## src/rtl/pdm_cic_decimator.sv

```systemverilog
// Stereo PDM front end: captures L on micclk falling and R on micclk rising edges,
// then decimates each channel through a 3rd-order CIC by 2^LOG2_DEC with valid/ready output.
module pdm_cic_decimator #(
   parameter int LOG2_DEC = 5,
   parameter int CIC_W    = 3*LOG2_DEC+2
) (
   input  logic             clk,
   input  logic             rst,
   input  logic             en,
   input  logic             micclk,
   input  logic             pdm_data,
   output logic [CIC_W-1:0] pcm_left,
   output logic [CIC_W-1:0] pcm_right,
   output logic             out_valid,
   input  logic             out_ready,
   output logic             overrun
);

   localparam logic [LOG2_DEC-1:0] DCNT_LAST = {LOG2_DEC{1'b1}};

   function automatic logic signed [CIC_W-1:0] pdm_to_x(input logic bit_in);
      logic signed [CIC_W-1:0] x;
      if (bit_in)
         x = {{(CIC_W-1){1'b0}}, 1'b1};
      else
         x = {CIC_W{1'b1}};
      return x;
   endfunction

   logic                    pdm_m;
   logic                    pdm_s;
   logic                    mc_d;
   logic                    rise;
   logic                    fall;
   logic                    strobe_p0;
   logic signed [CIC_W-1:0] x_p0;
   logic [LOG2_DEC-1:0]     dcnt;

   logic signed [CIC_W-1:0] l_i1_p0;
   logic signed [CIC_W-1:0] l_i2_p0;
   logic signed [CIC_W-1:0] l_i3_p0;
   logic signed [CIC_W-1:0] r_i1_p0;
   logic signed [CIC_W-1:0] r_i2_p0;
   logic signed [CIC_W-1:0] r_i3_p0;

   logic                    vld_p1;
   logic signed [CIC_W-1:0] l_d1_p1;
   logic signed [CIC_W-1:0] l_d2_p1;
   logic signed [CIC_W-1:0] l_d3_p1;
   logic signed [CIC_W-1:0] r_d1_p1;
   logic signed [CIC_W-1:0] r_d2_p1;
   logic signed [CIC_W-1:0] r_d3_p1;
   logic signed [CIC_W-1:0] l_c1_p1;
   logic signed [CIC_W-1:0] l_c2_p1;
   logic signed [CIC_W-1:0] l_c3_p1;
   logic signed [CIC_W-1:0] r_c1_p1;
   logic signed [CIC_W-1:0] r_c2_p1;
   logic signed [CIC_W-1:0] r_c3_p1;

   logic                    vld_p2;
   logic                    ovr_p2;
   logic signed [CIC_W-1:0] pcm_l_p2;
   logic signed [CIC_W-1:0] pcm_r_p2;

   // Stage p0: input synchronizer, micclk edge detect, sample mapping
   always_ff @(posedge clk or negedge rst) begin
      if (!rst) begin
         pdm_m <= 1'b0;
         pdm_s <= 1'b0;
         mc_d  <= 1'b0;
      end else begin
         pdm_m <= pdm_data;
         pdm_s <= pdm_m;
         mc_d  <= micclk;
      end
   end

   assign rise      = micclk & ~mc_d;
   assign fall      = ~micclk & mc_d;
   assign x_p0      = pdm_to_x(pdm_s);
   assign strobe_p0 = rise & (dcnt == DCNT_LAST);

   always_ff @(posedge clk or negedge rst) begin
      if (!rst)
         dcnt <= '0;
      else if (!en)
         dcnt <= '0;
      else if (rise)
         dcnt <= dcnt + 1'b1;
   end

   // Integrator chains; each stage uses the previous value of the one before it
   always_ff @(posedge clk or negedge rst) begin
      if (!rst) begin
         l_i1_p0 <= '0;
         l_i2_p0 <= '0;
         l_i3_p0 <= '0;
      end else if (!en) begin
         l_i1_p0 <= '0;
         l_i2_p0 <= '0;
         l_i3_p0 <= '0;
      end else if (fall) begin
         l_i1_p0 <= l_i1_p0 + x_p0;
         l_i2_p0 <= l_i2_p0 + l_i1_p0;
         l_i3_p0 <= l_i3_p0 + l_i2_p0;
      end
   end

   always_ff @(posedge clk or negedge rst) begin
      if (!rst) begin
         r_i1_p0 <= '0;
         r_i2_p0 <= '0;
         r_i3_p0 <= '0;
      end else if (!en) begin
         r_i1_p0 <= '0;
         r_i2_p0 <= '0;
         r_i3_p0 <= '0;
      end else if (rise) begin
         r_i1_p0 <= r_i1_p0 + x_p0;
         r_i2_p0 <= r_i2_p0 + r_i1_p0;
         r_i3_p0 <= r_i3_p0 + r_i2_p0;
      end
   end

   // Stage p1: frame strobe delayed one cycle so the strobing rise's R update is included
   always_ff @(posedge clk or negedge rst) begin
      if (!rst)
         vld_p1 <= 1'b0;
      else
         vld_p1 <= en & strobe_p0;
   end

   assign l_c1_p1 = l_i3_p0 - l_d1_p1;
   assign l_c2_p1 = l_c1_p1 - l_d2_p1;
   assign l_c3_p1 = l_c2_p1 - l_d3_p1;
   assign r_c1_p1 = r_i3_p0 - r_d1_p1;
   assign r_c2_p1 = r_c1_p1 - r_d2_p1;
   assign r_c3_p1 = r_c2_p1 - r_d3_p1;

   always_ff @(posedge clk or negedge rst) begin
      if (!rst) begin
         l_d1_p1 <= '0;
         l_d2_p1 <= '0;
         l_d3_p1 <= '0;
         r_d1_p1 <= '0;
         r_d2_p1 <= '0;
         r_d3_p1 <= '0;
      end else if (!en) begin
         l_d1_p1 <= '0;
         l_d2_p1 <= '0;
         l_d3_p1 <= '0;
         r_d1_p1 <= '0;
         r_d2_p1 <= '0;
         r_d3_p1 <= '0;
      end else if (vld_p1) begin
         l_d1_p1 <= l_i3_p0;
         l_d2_p1 <= l_c1_p1;
         l_d3_p1 <= l_c2_p1;
         r_d1_p1 <= r_i3_p0;
         r_d2_p1 <= r_c1_p1;
         r_d3_p1 <= r_c2_p1;
      end
   end

   // Stage p2: output registers and handshake; pcm holds across en=0 and acceptance
   always_ff @(posedge clk or negedge rst) begin
      if (!rst) begin
         pcm_l_p2 <= '0;
         pcm_r_p2 <= '0;
      end else if (en && vld_p1) begin
         pcm_l_p2 <= l_c3_p1;
         pcm_r_p2 <= r_c3_p1;
      end
   end

   always_ff @(posedge clk or negedge rst) begin
      if (!rst) begin
         vld_p2 <= 1'b0;
         ovr_p2 <= 1'b0;
      end else if (!en) begin
         vld_p2 <= 1'b0;
         ovr_p2 <= 1'b0;
      end else if (vld_p1) begin
         vld_p2 <= 1'b1;
         if (vld_p2 && !out_ready)
            ovr_p2 <= 1'b1;
      end else if (vld_p2 && out_ready) begin
         vld_p2 <= 1'b0;
      end
   end

   assign pcm_left  = pcm_l_p2;
   assign pcm_right = pcm_r_p2;
   assign out_valid = vld_p2;
   assign overrun   = ovr_p2;

endmodule

```

## config.mk

```make
export PLATFORM = sky130hd
export DESIGN_NAME = pdm_cic_decimator
export DESIGN_NICKNAME = d
export VERILOG_FILES = /design/src/rtl/pdm_cic_decimator.sv
export SDC_FILE = /design/constraint.sdc
export NUM_CORES = 1
export LEC_CHECK = 0
export CORE_MARGIN = 2
export CORE_UTILIZATION = 55
export DETAILED_ROUTE_END_ITERATION = 6
export GPL_TIMING_DRIVEN = 0
export PLACE_DENSITY = 0.72
export SKIP_LAST_GASP = 1
export SLEW_MARGIN = 0
export SYNTH_ARGS = -nofsm -noshare
export SYNTH_HDL_FRONTEND = slang
export SYNTH_SLANG_ARGS = --single-unit
```

## constraint.sdc

```tcl
create_clock -name clk -period 5.6 [get_ports clk]
set_input_delay 1.68 -clock clk [delete_from_list [all_inputs] [get_ports clk]]
set_output_delay 1.68 -clock clk [all_outputs]
set_load 0.005 [all_outputs]
```

## Word level (Yosys, flattened, before mapping)

Cells that the tools add are included.

| cells by class | value |
|---|---|
| bitwise gates (word level) | 6 |
| multiplexer cells | 33 |
| equal/unequal tests | 6 |
| add/sub/neg operators | 13 |
| reduce and logical (&&, ||, !) cells | 5 |

Operators with widths:

| kind | number |
|---|---|
| 2-to-1 mux 17 bit | 25 |
| adder 17 bit | 6 |
| subtractor 17 bit | 6 |
| 2-to-1 mux 5 bit | 2 |
| inequality test 2 x 1 -> 1 bit, second input constant | 4 |
| 2-to-1 mux 1 bit | 6 |
| adder 5 x 1 -> 5 bit, second input constant | 1 |
| equality test 5 bit, second input constant | 1 |
| AND 1 bit | 4 |
| logical AND 1 bit | 3 |
| inequality test 3 x 1 -> 1 bit, second input constant | 1 |
| NOT 1 bit | 2 |
| AND reduction 2 bit | 1 |
| logical NOT 1 bit | 1 |

| storage, ports and cells | value |
|---|---|
| output and inout bits | 36 |
| input port bits | 6 |
| bits in registers | 249 |
| logic and storage cells | 84 |

## Depth between registers and ports, before layout

| depth | value |
|---|---|
| depth after elaboration | 5 |
| depth in mapped cells | 26 |
| depth with buffers taken out | 26 |

## Least setup slack after synthesis

OpenSTA, ideal clock, no wires.

| timing path | value |
|---|---|
| kind | register to register |
| start | reg r_i3_p0[1] |
| end | reg pcm_r_p2[16] (netlist: pcm_right[16]) |
| stages on the path, launching flop included | 25 |
| library setup time | 0.129 ns |
| buffers on the path | 0 |
| clock period less this slack | 4.887 ns |
| slack | 0.713 ns |
| data arrival time | 4.758 ns |
| data required time | 5.471 ns |
| path through | dfrtp_1 -> ha_1 -> nor2b_1 -> o21ai_0 -> a21boi_0 -> o21ai_0 -> a21boi_0 -> o21ai_0 -> nand2_1 -> a311oi_1 -> xnor2_1 -> ha_1 -> or2_2 -> a21oi_1 -> a31oi_1 -> xor2_1 -> ha_1 -> nand3_1 -> a311oi_1 -> nor2_1 -> a211o_1 -> mux2i_1 -> nand3_1 -> xnor2_1 -> o21ai_1 |

| between the ends | value |
|---|---|
| longest elaborated chain between the ends | 3 |

RTL lines:

| element | RTL line | source |
|---|---|---|
| from (decl) | 44 | `logic signed [CIC_W-1:0] r_i3_p0;` |
| from (signal assigned) | 121 | `r_i3_p0 <= r_i3_p0 + r_i2_p0;` |
| subtractor 17 bit | 136 | `assign r_c1_p1 = r_i3_p0 - r_d1_p1;` |
| subtractor 17 bit | 137 | `assign r_c2_p1 = r_c1_p1 - r_d2_p1;` |
| subtractor 17 bit | 138 | `assign r_c3_p1 = r_c2_p1 - r_d3_p1;` |
| to (signal assigned) | 172 | `pcm_r_p2 <= r_c3_p1;` |
| to (decl) | 63 | `logic signed [CIC_W-1:0] pcm_r_p2;` |

Every way passes these cells.
A chain may end at the register's enable or synchronous reset.

## Final worst setup path

Ends and elaborated chain as after synthesis.

==> results.md <==
- Die Y-Extent: 187 um
- Seq/Total Area, Yosys: 33.7%
- Crit-path slowest cell: dfrtp_2
- Final hold violation count: 0
- Slowest Stage Delay on Critical Path: 450 ps
- Port Buffers: 40
- Worst-path clk slew: 60 ps
- Vias per Instance: 5.67
- Final #Nets: 2412
- Crit Path Category: flip-flop to flip-flop
- Async SR Flop Fraction: 100%
- Crit path required time: 6020 ps
- Met1 Track Usage GR: 31.6%
- Area delta synth->final: 10.7%
- Pwr/cell area: 272 nW/um2
- Skew-Pair Late Insertion Delay: 550 ps
- Worst Hold Slack: 347 ps
- CP top delay family: compound AO/OA/AOI/OAI gates
- Grt met3 use: 2.16%
- Antenna-violating nets left: 0
- Number of fill cells: 2875
- Leakage: 9.09 nW
- Clk_skew: 11.7 ps
- Drt drc: 0
- Num rows: 67
- CTS H-Tree Depth: 1
- Hold Path Origin: pdm_m
- Relative slew slack: 21.5%
- CTS buffer count: 29
- Clock Tree Buf Depth: 3
- Slew @ Worst Pin: 1180 ps
- First DRT Iteration DRCs: 678
- Count leader, synth: nand2_1
- Crit-path cells: ha_1 -> nor2b_1 -> o21ai_0 -> a21boi_0 -> o21ai_1 -> a21boi_0 -> o21ai_2 -> nand2_1 -> a311oi_2 -> xnor2_1 -> ha_1 -> or2_2 -> a21oi_1 -> a31oi_1 -> xor2_1 -> ha_2 -> nand3_1 -> a311oi_2 -> nor2_1 -> a211o_1 -> mux2i_1 -> nand3_1 -> xnor2_1 -> o21ai_1
- Initial antenna violation count: 0
- Post-synthesis net count: 2337
- Synthesized flop and latch total: 249
- Gpl congestion: 0.914
- Final worst path period need: 5350 ps
- Critical path arrival: 5760 ps
- Crit. End Element: flip-flop
- CTS tree: done
- Die Area: 35100 um2
- Reg2reg start: r_i3_p0[1]
- Cts hold-fix bufs: 0
- Top-level port count: 42
- Ys Warns: 0
- DP HPWL: 31.3 mm
- RR Endpoint: pcm_right[16]
- Setup TNS: 0 ps
- Yosys top cell area share: 33.7%
- Antenna diode count: 0
- Buf+Inv Stages, Crit Path: 0
- Hold path endpoint: pdm_s
- Initial core utilization: 55.4%
- Reg2reg path depth: 24
- Outcome: finished, final reports clean
- Routed WL per cell: 15.7 um
- Peak supply drop: 0.201 mV
- Vias in the first global route: 14900
- Layout cells sized above 1: 3.88%
- Slew Viols, Final: 0
- GRT met2 Usage: 42.8%
- Global-route wire length before repair: 71.2 mm
- Gr usage total: 23.9%
- Ys flop type: dfrtp_1
- Synth area leader: dfrtp_1
- Most frequent cells after synthesis: nand2_1 (256), dfrtp_1 (249), ha_1 (192), a21oi_1 (182), nor2_1 (181)
- Routed vias: 15100
- Min-delay worst type: flip-flop to flip-flop
- Synth cell types: 78
- Flop-to-flop setup slack: 250 ps
- Final period util: 95.5%
- GR peak layer: met2
- CTS sink cnt: 249
- Clock root buffer: clkbuf_16
- Crit path max fanout: 6
- Syn Area/Cell: 8.70 um2
- Hold Crit Depth: 0
- Routed wire length: 41.7 mm
- Max Cap Viol: 0
- Die width: 187 um
- CORE AREA: 33400 um2
- Synth area leaders: dfrtp_1 (34%), ha_1 (13%), nand2_1 (5.2%)
- Largest net degree at the start of global routing: 101
- Cells after synthesis: 2127
- Post-Syn Area: 18500 um2
- Startpoint types: flip-flop
- Final setup viols: 0
- TritonRoute pass-1 iters: 6
- Total grt overflow: 0
- Post-synth EDFFs: 0
- Peak Freq: 187 MHz
-- power breakdown --
| part | internal (mW) | total, mW | leakage, nW | switching, mW |
|---|---|---|---|---|
| sequential | 1.83 | 1.87 | 3.45 | 0.0372 |
| combinational | 0.780 | 1.83 | 5.19 | 1.05 |
| clock | 1.13 | 1.88 | 0.453 | 0.750 |
| total | 3.74 | 5.58 | 9.09 | 1.83 |
-- what timing repair did --
action,CTS,global route
endpoints found under the setup margin,1,4
resized for setup,1,6
setup buffers,0,2
gates cloned,0,0
endpoints found under the hold margin,0,0
pin swaps,0,2
-- layer usage --
layer / share of wire, % / wire (um)
met1: 46 / 19300
met2: 49 / 20300
met3: 3.3 / 1380
met4: 1.8 / 735
met5: 0 / 0
-- worst register-to-register path: cells and delay by family (launching register included) --
family                   cells  cell delay (ps)
AND/OR/NAND/NOR              6              900
AO/OA/AOI/OAI               11             2150
flip-flops                   1              450
multiplexers                 1              160
adder cells (fa/ha/maj)      3             1010
XOR/XNOR                     3              550
-- cells by family after synthesis --
logic type,share of synthesized area [%]
fa+ha+maj,14.3
buf+inv,4.80
compound gates,17.8
xor+xnor,7.22
mux,5.34
simple gates,16.9
flops,33.7
-- cell type report --
cell class	count	area, um2	share of cell area, %
multi-input combinational	1642	11400	55.6
sequential	249	6230	30.4
clock buffer	40	807	3.94
inverter	162	608	2.97
tap	448	561	2.74
timing repair buffer	44	475	2.32
buffer	74	280	1.37
clock inverter	8	125	0.611
-- layout by cell type (no fill, tap or decap), types with 27 or more instances in the layout --
cell | synthesis | layout
nand3_1 | 42 | 42
xnor2_1 | 109 | 109
inv_1 | 161 | 161
o21ai_0 | 93 | 91
clkdlybuf4s50_1 | 0 | 39
clkbuf_1 | 57 | 64
xor2_1 | 41 | 41
nand2b_1 | 27 | 27
a21oi_1 | 182 | 182
clkbuf_16 | 0 | 29
a21o_1 | 37 | 37
ha_1 | 192 | 191
mux2i_1 | 93 | 93
nor2_1 | 181 | 181
dfrtp_1 | 249 | 248
nand2_1 | 256 | 256
nor3_1 | 44 | 44
-- worst max-delay path by stage --
stage                          endpoint  depth (start not counted)       start  slack [ps]
after floorplan           pcm_right[16]                         24  r_i3_p0[1]         710
after global placement       l_i1_p0[4]                          1         rst       -7640
after detailed placement  pcm_right[16]                         24  r_i3_p0[1]         -40
after CTS                 pcm_right[16]                         24  r_i3_p0[1]          20
after global routing      pcm_right[16]                         24  r_i3_p0[1]         -10
final                     pcm_right[16]                         24  r_i3_p0[1]         250
-- stage by stage --
step	utilization (%)	setup slack, ps	power (mW)	std cells	instance area [um2]
2_1_floorplan	-	713	3.32	2127	18500
3_3_place_gp	58.3	-7640	3.63	2615	19500
3_5_place_dp	58.5	-44.6	3.68	2617	19500
4_1_cts	61.3	18.8	5.58	2665	20400
5_1_grt	61.4	-12.2	5.90	2667	20500
6_report	61.4	251	5.58	2667	20500
Power figures use the tool's default switching activity.
